### config.mk
export PLATFORM = sky130hd
export DESIGN_NAME = flit_demux_1_4
export DESIGN_NICKNAME = d
export VERILOG_FILES = /design/src/rtl/noc_pkg.sv /design/src/rtl/flit_demux_1_4_out_stage.sv /design/src/rtl/flit_demux_1_4.sv
export SDC_FILE = /design/constraint.sdc
export NUM_CORES = 1
export LEC_CHECK = 0
export BUFFER_PORTS_ARGS = -buffer_cell sky130_fd_sc_hd__buf_4
export CAP_MARGIN = 20
export CELL_PAD_IN_SITES_DETAIL_PLACEMENT = 1
export CELL_PAD_IN_SITES_GLOBAL_PLACEMENT = 2
export CORE_ASPECT_RATIO = 0.8
export CORE_MARGIN = 1.5
export CORE_UTILIZATION = 34
export CTS_CLUSTER_SIZE = 20
export DETAILED_ROUTE_END_ITERATION = 10
export GPL_TIMING_DRIVEN = 0
export PLACE_DENSITY = 0.86
export SYNTH_ARGS = -nofsm -noshare
export SYNTH_HDL_FRONTEND = slang
export SYNTH_SLANG_ARGS = --single-unit
### constraint.sdc
create_clock -name clk -period 2.3 [get_ports clk]
set_clock_uncertainty 0.1 [all_clocks]
set_input_delay 0 -clock clk [delete_from_list [all_inputs] [get_ports clk]]
set_output_delay 0 -clock clk [all_outputs]
set_load 0.02 [all_outputs]
### src/rtl/noc_pkg.sv
// Shared flit definitions for the router's mux/demux datapath.
// Flit type sits in the top two bits of a flit; the destination port sits in the bottom two.
package noc_pkg;

  localparam int FLIT_WIDTH = 17;

  localparam int TYPE_MSB = FLIT_WIDTH - 1;
  localparam int TYPE_LSB = FLIT_WIDTH - 2;
  localparam int DEST_MSB = 1;
  localparam int DEST_LSB = 0;

  typedef enum logic [1:0] {
    FT_BODY   = 2'b00,
    FT_HEAD   = 2'b01,
    FT_TAIL   = 2'b10,
    FT_SINGLE = 2'b11
  } flit_type_t;

  typedef enum logic {
    IDLE  = 1'b0,
    ROUTE = 1'b1
  } state_t;

endpackage

### src/rtl/flit_demux_1_4_out_stage.sv
// One-deep registered output stage with a valid/ready handshake.
// A full register can drain and reload on the same edge.
module out_stage #(
  parameter int DATA_WIDTH = 17
) (
  input  logic                  clk,
  input  logic                  rst_n,
  input  logic                  load_i,
  input  logic [DATA_WIDTH-1:0] data_i,
  input  logic                  ready_i,
  output logic                  valid_o,
  output logic [DATA_WIDTH-1:0] data_o,
  output logic                  can_load_o
);

  assign can_load_o = !valid_o || ready_i;

  always_ff @(posedge clk or negedge rst_n) begin
    if (!rst_n) begin
      valid_o <= 1'b0;
      data_o  <= '0;
    end else if (load_i) begin
      valid_o <= 1'b1;
      data_o  <= data_i;
    end else if (ready_i) begin
      valid_o <= 1'b0;
    end
  end

endmodule

### src/rtl/flit_demux_1_4.sv
// 1:4 wormhole flit demux: a head flit locks an output port until its tail passes.
// Each output is a one-deep valid/ready register stage.
//
// state | meaning
// IDLE  | waiting for a head/single flit; stray body/tail flits are dropped and flagged
// ROUTE | packet in progress; every flit goes to the locked port
module flit_demux_1_4
  import noc_pkg::*;
#(
  parameter int DATA_WIDTH = FLIT_WIDTH
) (
  input  logic                  clk,
  input  logic                  rst_n,
  input  logic [DATA_WIDTH-1:0] data_i,
  input  logic                  valid_i,
  output logic                  ready_o,
  output logic [DATA_WIDTH-1:0] data1_o,
  output logic [DATA_WIDTH-1:0] data2_o,
  output logic [DATA_WIDTH-1:0] data3_o,
  output logic [DATA_WIDTH-1:0] data4_o,
  output logic                  valid1_o,
  output logic                  valid2_o,
  output logic                  valid3_o,
  output logic                  valid4_o,
  input  logic                  ready1_i,
  input  logic                  ready2_i,
  input  logic                  ready3_i,
  input  logic                  ready4_i,
  output logic                  busy_o,
  output logic [1:0]            port_o,
  output logic                  err_o
);

  state_t                state_q, state_d;
  logic [1:0]            port_q, port_d;
  logic                  err_q, err_set;
  logic                  rdy;
  logic [3:0]            load, can_load, valid_v, ready_v;
  logic [DATA_WIDTH-1:0] data_v [4];
  flit_type_t            ftype;
  logic [1:0]            dest;
  logic                  opens_packet;

  assign ftype        = flit_type_t'(data_i[DATA_WIDTH-1 -: (TYPE_MSB - TYPE_LSB + 1)]);
  assign dest         = data_i[DEST_MSB:DEST_LSB];
  assign opens_packet = (ftype == FT_HEAD) || (ftype == FT_SINGLE);
  assign ready_v      = {ready4_i, ready3_i, ready2_i, ready1_i};

  always_ff @(posedge clk or negedge rst_n) begin
    if (!rst_n) begin
      state_q <= IDLE;
      port_q  <= 2'b00;
      err_q   <= 1'b0;
    end else begin
      state_q <= state_d;
      port_q  <= port_d;
      if (err_set) err_q <= 1'b1;
    end
  end

  always_comb begin
    state_d = state_q;
    port_d  = port_q;
    load    = '0;
    err_set = 1'b0;
    rdy     = 1'b1;
    case (state_q)
      IDLE: begin
        // Body/tail flits are always swallowed so a broken stream cannot stall the input.
        if (valid_i && opens_packet) rdy = can_load[dest];
        if (valid_i && rdy) begin
          if (opens_packet) begin
            load[dest] = 1'b1;
            if (ftype == FT_HEAD) begin
              state_d = ROUTE;
              port_d  = dest;
            end
          end else begin
            err_set = 1'b1;
          end
        end
      end
      ROUTE: begin
        rdy = can_load[port_q];
        if (valid_i && rdy) begin
          load[port_q] = 1'b1;
          if (ftype == FT_TAIL || ftype == FT_SINGLE) state_d = IDLE;
          if (ftype == FT_HEAD) err_set = 1'b1;
        end
      end
      default: state_d = IDLE;
    endcase
  end

  for (genvar k = 0; k < 4; k++) begin : g_port
    out_stage #(.DATA_WIDTH(DATA_WIDTH)) u_stage (
      .clk        (clk),
      .rst_n      (rst_n),
      .load_i     (load[k]),
      .data_i     (data_i),
      .ready_i    (ready_v[k]),
      .valid_o    (valid_v[k]),
      .data_o     (data_v[k]),
      .can_load_o (can_load[k])
    );
  end

  assign ready_o  = rdy;
  assign busy_o   = (state_q == ROUTE);
  assign port_o   = port_q;
  assign err_o    = err_q;
  assign valid1_o = valid_v[0];
  assign valid2_o = valid_v[1];
  assign valid3_o = valid_v[2];
  assign valid4_o = valid_v[3];
  assign data1_o  = data_v[0];
  assign data2_o  = data_v[1];
  assign data3_o  = data_v[2];
  assign data4_o  = data_v[3];

endmodule

==> results of run 1 <==
==> worst min-delay path by stage <==
| stage | startpoint | to | slack, ns | depth (start not counted) |
|---|---|---|---|---|
| 3_3_place_gp | rst_n | g_port[3].u_stage.data_o[13] | 0.11 | 1 |
| 2_1_floorplan | rst_n | busy_o | -0.40 | 0 |
| 6_report | ready2_i | g_port[1].u_stage.valid_o | 0.02 | 3 |
| 3_5_place_dp | rst_n | g_port[3].u_stage.data_o[13] | 0.11 | 1 |
| 5_1_grt | ready2_i | g_port[1].u_stage.valid_o | 0.03 | 3 |
| 4_1_cts | ready4_i | g_port[3].u_stage.valid_o | 0.03 | 3 |
==> cell type report <==
cell class / instances / area, µm²
Buffer: 8 / 70.1
Inverter: 2 / 7.51
Sequential cell: 76 / 1900
Clock buffer: 11 / 253
Multi-Input combinational cell: 105 / 1120
Clock inverter: 4 / 48.8
Timing Repair Buffer: 119 / 948
Tap cell: 112 / 140
Fill cell: 879 / 4180
==> flip-flops by register name, indices dropped and copies added, names as in the netlist <==
signal	cells
busy_o	1
err_o	1
g_port.u_stage.data_o	68
g_port.u_stage.valid_o	4
port_o	2
==> tightest hold or removal path: stages <==
cell	delay, ns
buf_4	0.12
nor2b_4	0.16
or2_2	0.13
==> cell families (layout without fill, tap and decap cells) <==
logic type	count (synthesis)	count (layout)	synth area share, %
flops	76	76	61.5
mux	72	72	28.3
simple gates	25	25	5.22
buf+inv	10	144	2.51
compound gates	8	8	2.47
==> power breakdown <==
group / internal (µW) / leakage [µW] / switching [µW] / total [µW]
registers: 1980 / 0.000911 / 381 / 2360
logic: 1450 / 0.00105 / 1430 / 2880
clock network: 891 / 0.000151 / 509 / 1400
total: 4310 / 0.00211 / 2320 / 6640
==> per-stage QoR <==
stage	utilization (%)	area, µm²
4_1_cts	51.7	4480
6_report	51.8	4490
2_1_floorplan	-	3090
5_1_grt	51.8	4490
3_3_place_gp	45.7	3960
3_5_place_dp	45.7	3960
==> synthesized netlist by cell type, types with 2 or more instances <==
cell type and number:
a21oi_4 2, nand3_1 3, buf_6 4, mux4_2 2, nor2b_4 2, nand2_1 5, or2_2 2, nand2b_1 2
mux2_2 59, nor3_1 2, inv_1 2, buf_4 2, mux2_4 11, nor2b_1 2, dfrtp_1 76
==> routing by layer <==
metal	up-vias	part of all wire (%)	global-route usage, %
li1	943	-	-
met1	1069	44	22.0
met2	56	51	28.9
met3	4	4.8	4.42
met4	0	0.51	4.96
met5	-	0	0
==> repair_timing <==
action / 4_1_cts / 5_1_grt
setup endpoints to repair: 0 / 9
endpoints found under the hold margin: 150 / 0
gates resized for setup: 0 / 1
hold buffers: 22 / 0
buffers inserted: 0 / 0
==> results.py, run 1 <==
metrics = {
    "route": {
        "dr.pass1.iters": 3,
        "drt-total-wl_mm": 7.79,
        "drtIter0Drc": 52,
        "num_vias": 2072,
        "drcViolationCount": 0,
        "viasPerCell": 4.74,
        "ant_nets": 0,
        "wl_per_cell_um": 17.8,
    },
    "synthesis": {
        "ys_warn_count": 0,
        "yosys.area.top_type": "dfrtp_1",
        "synth_nets": 215,
        "synthFlopType": "dfrtp_1",
        "syn_avg_cell_area_um2": 16.2,
        "synth-seq-area-share_pct": 61.5,
        "yosysTopAreaCellShare_pct": 61.5,
        "synthCells": 191,
        "synth-edff-count": 0,
        "ys_async_sr_fraction_pct": 100,
        "yosys_register_bits": 76,
        "synth_cell_type_count": 30,
        "synth_area_mm2": 0.00309,
        "yosys-top-cells-area": "dfrtp_1 (62%), mux2_2 (21%), mux2_4 (5.3%)",
    },
    "clock_network": {
        "clock_path_buffers": 2,
        "clock_latency_ns": 0.32,
        "cts.sinks": 76,
        "clkTransAtPathRegs_ns": 0.06,
        "cts_root_buf": "clkbuf_16",
        "htreeDepth": 3,
        "cts_buffers": 9,
        "cts_tree": "done",
    },
    "power_and_ir_drop": {
        "p_leak_uw": 0.00211,
        "p_total_uw": 6640,
        "pwr_density_cell_mw_per_mm2": 1480,
        "max-vdd-ir-drop_mv": 0.597,
    },
    "worst_setup_path": {
        "crit_path_start_kind": "flop",
        "path_cells": "mux4_2 -> o41ai_1 -> dlygate4sd3_1",
        "crit_arrival_ns": 2.34,
        "cp_num_buf_inv": 1,
        "end_kind": "flop",
        "r2r_cells": 3,
        "cpPeakStageDelay_ns": 0.59,
        "slowest_stage": "mux4_2",
        "endpoint": "err_o",
        "criticalPathCategory": "flop to flop",
        "path_depth": 3,
        "critPathLaunch": "port_o[1]",
        "required_ns": 2.45,
        "cp_max_fo": 7,
        "regToRegSetupSlack_ns": 0.11,
        "cp_top_family": "multiplexers",
        "reg2reg_to": "err_o",
        "reg2reg_from": "port_o[1]",
    },
    "die": {
        "rows": 30,
        "die_area_mm2": 0.00968,
        "initial_core_util_pct": 35.7,
        "pin_count": 101,
        "fp.dieW_um": 110,
        "fp.dieH_um": 88.3,
        "core_area_mm2": 0.00867,
    },
    "placement": {
        "place_ws_ns": 0.0351,
        "place.detailed.instances": 400,
        "io_buffers": 97,
        "place_congestion": 0.761,
        "hpwl_mm": 5.30,
    },
    "global_routing": {
        "grt.total_usage_pct": 17.2,
        "grt_max_degree": 77,
        "grt_pass1_wl_mm": 12.3,
        "grt_pass1_vias": 2300,
        "antenna_found_initial": 0,
        "overflow": 0,
    },
    "outcome": {
        "status": "finished clean",
    },
    "timing": {
        "rsz0062_at_grt": "false",
        "slew_headroom_pct": 36.9,
        "setup_viol": 0,
        "setup_tns_ns": 0,
        "hold_slack_ns": 0.0248,
        "period_needed_ns": 2.19,
        "fin_ws_ns": 0.112,
        "min_period_over_period_pct": 95.1,
        "final_hold_viol_count": 0,
        "slew_violations": 0,
        "worst-slew-pin-transition_ns": 0.946,
        "max_freq_mhz": 457,
    },
    "finish": {
        "final_cells": 437,
        "layout_common_cells": "buf_4 (99), dfrtp_1 (76), mux2_2 (59)",
        "fin_nets": 345,
        "layout_commonest_cell": "buf_4",
        "antennaDiodeCount": 0,
        "post_route_cells_drive_above_1_share_pct": 61.8,
        "area_growth_syn_to_layout_pct": 45.2,
    },
    "job": {
        "max_cap_viol_count": 0,
    },
    "min_path": {
        "min_path_type": "input pin to flop",
    },
}
(Power assumes the default switching activity.)
==> inputs of run 2 (changes only) <==
--- a/config.mk
+++ b/config.mk
@@ -10,7 +10,6 @@
 export CELL_PAD_IN_SITES_DETAIL_PLACEMENT = 1
 export CELL_PAD_IN_SITES_GLOBAL_PLACEMENT = 2
 export CORE_ASPECT_RATIO = 0.8
-export CORE_MARGIN = 1.5
 export CORE_UTILIZATION = 34
 export CTS_CLUSTER_SIZE = 20
 export DETAILED_ROUTE_END_ITERATION = 10
==> run 2 against run 1 <==
Compared with the run above: worst hold slack got worse by 0.0086 ns; utilization increased by 0.11 points; fmax increased by 2.2%; register-to-register slack improved by 0.05 ns; flip-flop and latch count unchanged; final area decreased by 0.22%; die area decreased by 2.0%; routed wire length decreased by 2.5%; non-clock buffer count increased by 2; critical endpoint unchanged.
==> results.py, run 2 (synthesized netlist as in run 1, its figures left out) <==
metrics = {
    "timing": {
        "slew_violations": 0,
        "rsz0062_at_grt": "false",
        "final_hold_viol_count": 0,
        "max_freq_mhz": 467,
        "min_period_over_period_pct": 93.1,
        "setup_tns_ns": 0,
        "period_needed_ns": 2.14,
        "slew_headroom_pct": 35.3,
        "worst-slew-pin-transition_ns": 0.971,
        "setup_viol": 0,
    },
    "route": {
        "viasPerCell": 4.69,
        "wl_per_cell_um": 17.3,
        "drt-total-wl_mm": 7.60,
        "drcViolationCount": 0,
        "drtIter0Drc": 48,
        "num_vias": 2063,
        "dr.pass1.iters": 4,
        "ant_nets": 0,
    },
    "placement": {
        "hpwl_mm": 5.03,
        "io_buffers": 97,
        "place_congestion": 0.763,
        "placed_cell_area_mm2": 0.00396,
    },
    "clock_network": {
        "cts_tree": "done",
        "clkTransAtPathRegs_ns": 0.06,
        "cts.sinks": 76,
        "htreeDepth": 3,
        "clock_latency_ns": 0.33,
        "cts_root_buf": "clkbuf_16",
        "cts_buffers": 9,
        "clock_path_buffers": 2,
    },
    "die": {
        "die_area_mm2": 0.00948,
        "fp.dieW_um": 109,
        "rows": 30,
        "fp.dieH_um": 87.3,
        "initial_core_util_pct": 35.8,
        "core_area_mm2": 0.00863,
        "pin_count": 101,
    },
    "global_routing": {
        "grt.total_usage_pct": 17.6,
        "grt_max_degree": 77,
        "overflow": 0,
        "antenna_found_initial": 0,
        "grt_pass1_wl_mm": 12.4,
        "grt_pass1_vias": 2333,
    },
    "worst_setup_path": {
        "r2r_cells": 3,
        "slowest_stage": "mux4_2",
        "path_cells": "mux4_2 -> o41ai_1 -> dlygate4sd3_1",
        "crit_arrival_ns": 2.30,
        "crit_path_start_kind": "flop",
        "cpPeakStageDelay_ns": 0.59,
        "required_ns": 2.46,
        "criticalPathCategory": "flop to flop",
        "cp_max_fo": 7,
        "end_kind": "flop",
    },
    "finish": {
        "largest_reg_flops": 68,
        "fillerInstances": 856,
        "post-route-util_pct": 51.9,
        "post_route_cells_drive_above_1_share_pct": 62.2,
        "final_cell_area_mm2": 0.00448,
        "fin_nets": 347,
        "layout_common_cells": "buf_4 (101), dfrtp_1 (76), mux2_2 (59)",
        "layout_commonest_cell": "buf_4",
        "antennaDiodeCount": 0,
        "area_growth_syn_to_layout_pct": 44.9,
        "regMostFlops": "g_port.u_stage.data_o",
    },
    "power_and_ir_drop": {
        "max-vdd-ir-drop_mv": 0.715,
        "p_comb_share_pct": 44.0,
        "p_int_uw": 4160,
        "sw_frac_of_total_pct": 36.2,
        "p_seq_share_pct": 36.1,
        "p_switching_uw": 2360,
        "pwr_density_cell_mw_per_mm2": 1460,
        "p_leak_uw": 0.00210,
        "p_clk_share_pct": 19.9,
    },
    "min_path": {
        "min_path_type": "input pin to flop",
        "hold_depth": 3,
    },
    "job": {
        "max_cap_viol_count": 0,
    },
    "outcome": {
        "status": "finished clean",
    },
}
## run 2: cell count changes in the layout (fill, tap and decap cells not counted), sizes merged
cell,delta
clkbuf,-2
buf,+2
inv,+1
clkinv,+1
bufinv,-1
clkinvlp,+2
## run 2: layout make-up
type                    instances  area (µm²)  area share, %
flip-flops and latches         76        1900           42.5
multi-input cells             105        1120           25.0
repair buffers                121         963           21.5
clock buffers                   9         225           5.03
well taps                     112         140           3.13
plain buffers                   8        70.1           1.56
clock inverters                 7        51.3           1.15
inverters                       2        7.51          0.168
## run 2: critical path, delay by kind of cell (launching register included)
family          cells  cell delay (ns)
flops               1             0.50
compound gates      1             0.30
mux                 1             0.59
buf+inv             1             0.59
## run 2: what timing repair did
item	4_1_cts	5_1_grt
gates resized for setup	0	1
setup buffers	0	2
hold endpoints to repair	150	0
endpoints found under the setup margin	0	18
hold buffers	22	0
## run 2: layer usage
metal | vias to the layer above | global-route usage (%) | wire length, µm
met4 | 0 | 3.93 | 60
met2 | 56 | 28.1 | 3690
met5 | - | 0 | 0
li1 | 942 | - | -
met3 | 10 | 6.21 | 419
met1 | 1055 | 22.9 | 3430
## run 2: worst paths after layout
kind                                              start                           end  slack [ns]
max reg2reg                                   port_o[1]                         err_o        0.16
max                                           port_o[1]                         err_o        0.16
max in group asynchronous                         rst_n   g_port[2].u_stage.data_o[1]        1.18
min in group asynchronous                         rst_n   g_port[2].u_stage.data_o[8]        0.28
min                                            ready2_i     g_port[1].u_stage.valid_o        0.02
min reg2reg                g_port[0].u_stage.data_o[12]  g_port[0].u_stage.data_o[12]        0.41
## run 2: power by group through the flow
stage	combinational [µW]	clock [µW]	sequential, µW
2_1_floorplan	790	0	3110
3_3_place_gp	2810	0	2340
3_5_place_dp	2870	0	2380
4_1_cts	2900	1330	2360
5_1_grt	3050	1390	2450
6_report	2870	1300	2360
## run 2: stage by stage
stage | instances | total power, µW | worst slack [ns] | hold WS [ns]
2_1_floorplan | 191 | 3900 | 0.306 | -0.396
3_3_place_gp | 400 | 5150 | 0.0350 | 0.103
3_5_place_dp | 400 | 5240 | 0.0194 | 0.124
4_1_cts | 438 | 6590 | 0.0139 | 0.0136
5_1_grt | 440 | 6890 | 0.0312 | 0.0293
6_report | 440 | 6520 | 0.159 | 0.0161
==> inputs of run 3 (changes only) <==
--- a/config.mk
+++ b/config.mk
@@ -11,10 +11,12 @@
 export CELL_PAD_IN_SITES_GLOBAL_PLACEMENT = 2
 export CORE_ASPECT_RATIO = 0.8
 export CORE_UTILIZATION = 34
+export CTS_CLUSTER_DIAMETER = 80
 export CTS_CLUSTER_SIZE = 20
 export DETAILED_ROUTE_END_ITERATION = 10
 export GPL_TIMING_DRIVEN = 0
 export PLACE_DENSITY = 0.86
+export REMOVE_ABC_BUFFERS = 1
 export SYNTH_ARGS = -nofsm -noshare
 export SYNTH_HDL_FRONTEND = slang
 export SYNTH_SLANG_ARGS = --single-unit
==> constraint.sdc (replaced) <==
create_clock -name clk -period 2.3 [get_ports clk]
set_clock_uncertainty 0.1 [all_clocks]
set_input_delay 0.23 -clock clk [delete_from_list [all_inputs] [get_ports clk]]
set_output_delay 0.23 -clock clk [all_outputs]
set_load 0.02 [all_outputs]
==> run 3 against run 2 <==
Compared with the run above: cell count decreased by 5.9%; count of clock-buffer cells in the layout increased by 1; routed wire length decreased by 3.0%; highest routed layer unchanged; die area unchanged; largest power group unchanged.
==> results.py, run 3 (synthesized netlist as in run 1, its figures left out) <==
metrics = {
    "outcome": {
        "status": "finished clean",
    },
    "finish": {
        "post_route_cells_drive_above_1_share_pct": 65.6,
        "layout_common_cells": "buf_4 (100), dfrtp_1 (76), mux2_2 (59)",
        "final_cell_area_mm2": 0.00425,
        "seqCellArea_mm2": 0.00190,
        "multi_input_area_mm2": 0.00111,
        "fin_nets": 321,
        "area_growth_syn_to_layout_pct": 37.5,
        "largest_reg_flops": 68,
        "fillerInstances": 872,
        "regMostFlops": "g_port.u_stage.data_o",
        "post-route-util_pct": 49.2,
        "antennaDiodeCount": 0,
        "layout_commonest_cell": "buf_4",
    },
    "power_and_ir_drop": {
        "p_switching_uw": 2330,
        "p_comb_share_pct": 42.9,
        "pwr_density_cell_mw_per_mm2": 1540,
        "p_seq_share_pct": 36.1,
        "p_int_uw": 4240,
        "p_clk_share_pct": 21.0,
        "max-vdd-ir-drop_mv": 0.651,
        "p_leak_uw": 0.00201,
        "sw_frac_of_total_pct": 35.5,
    },
    "clock_network": {
        "htreeDepth": 3,
        "cts_root_buf": "clkbuf_16",
        "clock_path_buffers": 2,
        "clkTransAtPathRegs_ns": 0.06,
        "cts_tree": "done",
        "cts.sinks": 76,
        "clock_latency_ns": 0.33,
        "cts_buffers": 9,
        "cts_resized": 0,
    },
    "worst_setup_path": {
        "end_kind": "flop",
        "path_depth": 4,
        "cp_top_family": "compound AO/OA/AOI/OAI gates",
        "required_ns": 2.41,
        "r2r_cells": 4,
        "reg2reg_to": "g_port[3].u_stage.data_o[3]",
        "crit_path_start_kind": "flop",
        "slowest_stage": "a21oi_4",
        "regToRegSetupSlack_ns": 0.11,
        "cp_num_buf_inv": 0,
        "cpPeakStageDelay_ns": 0.61,
        "crit_arrival_ns": 2.30,
        "path_cells": "and3b_1 -> nand3_1 -> a21oi_4 -> mux2_2",
        "cp_max_fo": 18,
        "criticalPathCategory": "flop to flop",
        "reg2reg_from": "busy_o",
    },
    "die": {
        "initial_core_util_pct": 35.8,
        "fp.dieW_um": 109,
        "rows": 30,
        "fp.dieH_um": 87.3,
        "pin_count": 101,
        "core_area_mm2": 0.00863,
        "die_area_mm2": 0.00948,
    },
    "placement": {
        "place_congestion": 0.710,
        "io_buffers": 100,
        "placed_cell_area_mm2": 0.00393,
        "hpwl_mm": 5.09,
        "place_ws_ns": 0.0807,
    },
    "min_path": {
        "min_path_type": "input pin to flop",
        "min_from": "data_i[13]",
        "worstHoldEndpoint": "g_port[2].u_stage.data_o[13]",
        "hold_depth": 2,
    },
    "route": {
        "wl_per_cell_um": 17.8,
        "viasPerCell": 4.79,
        "drtIter0Drc": 34,
        "num_vias": 1983,
        "ant_nets": 0,
        "drt-total-wl_mm": 7.37,
        "drcViolationCount": 0,
        "dr.pass1.iters": 4,
    },
    "timing": {
        "min_period_over_period_pct": 95.1,
        "slew_headroom_pct": 35.5,
        "final_hold_viol_count": 0,
        "slew_violations": 0,
        "period_needed_ns": 2.19,
        "setup_viol": 0,
        "rsz0062_at_grt": "false",
        "worst-slew-pin-transition_ns": 0.968,
        "max_freq_mhz": 457,
        "fin_ws_ns": 0.113,
    },
    "job": {
        "max_cap_viol_count": 0,
    },
    "global_routing": {
        "use_met1_pct": 21.6,
        "overflow": 0,
        "met3_usage_pct": 6.13,
        "top_usage_layer": "met2",
        "grt_max_degree": 77,
        "use_met2_pct": 27.1,
        "grt_pass1_vias": 2121,
        "grt_pass1_wl_mm": 11.8,
        "grt.total_usage_pct": 17.0,
        "antenna_found_initial": 0,
    },
}
[run 3: metrics by stage]
stage	total power, µW	TNS (ns)	hold slack (ns)	cells
2_1_floorplan	3870	0	-0.166	183
3_3_place_gp	5130	-0.0793	0.337	395
3_5_place_dp	5250	0	0.348	396
4_1_cts	6660	0	0.0426	413
5_1_grt	6930	0	0.0411	414
6_report	6560	0	0.0549	414
[run 3: cell type report]
| type | count | area share [%] |
|---|---|---|
| Clock buffer | 10 | 5.39 |
| Clock inverter | 6 | 1.53 |
| Inverter | 2 | 0.177 |
| Multi-Input combinational cell | 105 | 26.2 |
| Sequential cell | 76 | 44.7 |
| Tap cell | 112 | 3.30 |
| Timing Repair Buffer | 103 | 18.7 |
[run 3: how the worst max path moves through the flow]
stage,from,endpoint,slack [ns]
global placement,busy_o,g_port[0].u_stage.data_o[7],-0.006
global route,busy_o,g_port[3].u_stage.data_o[3],0.001
detailed placement,busy_o,g_port[1].u_stage.data_o[1],0.08
CTS,busy_o,g_port[1].u_stage.data_o[11],0.08
finish,busy_o,g_port[3].u_stage.data_o[3],0.11
floorplan,g_port[3].u_stage.valid_o,port_o[0],0.36
[run 3: timing repair]
| item | CTS | global route |
|---|---|---|
| endpoints found under the hold margin | 15 | 0 |
| setup endpoints to repair | 0 | 12 |
| hold buffers | 1 | 0 |
| setup buffers | 0 | 1 |
[run 3: power by group through the flow]
| stage | combinational [µW] | clock, µW | sequential (µW) |
|---|---|---|---|
| after global routing | 2990 | 1480 | 2460 |
| final | 2820 | 1380 | 2370 |
| after detailed placement | 2840 | 0 | 2400 |
| after global placement | 2780 | 0 | 2350 |
| after floorplan | 756 | 0 | 3120 |
| after CTS | 2850 | 1420 | 2390 |
[run 3: routing by layer]
| metal | wire length, µm | part of all wire [%] |
|---|---|---|
| met1 | 3250 | 44 |
| met2 | 3520 | 48 |
| met3 | 504 | 6.8 |
| met4 | 96 | 1.3 |
| met5 | 0 | 0 |
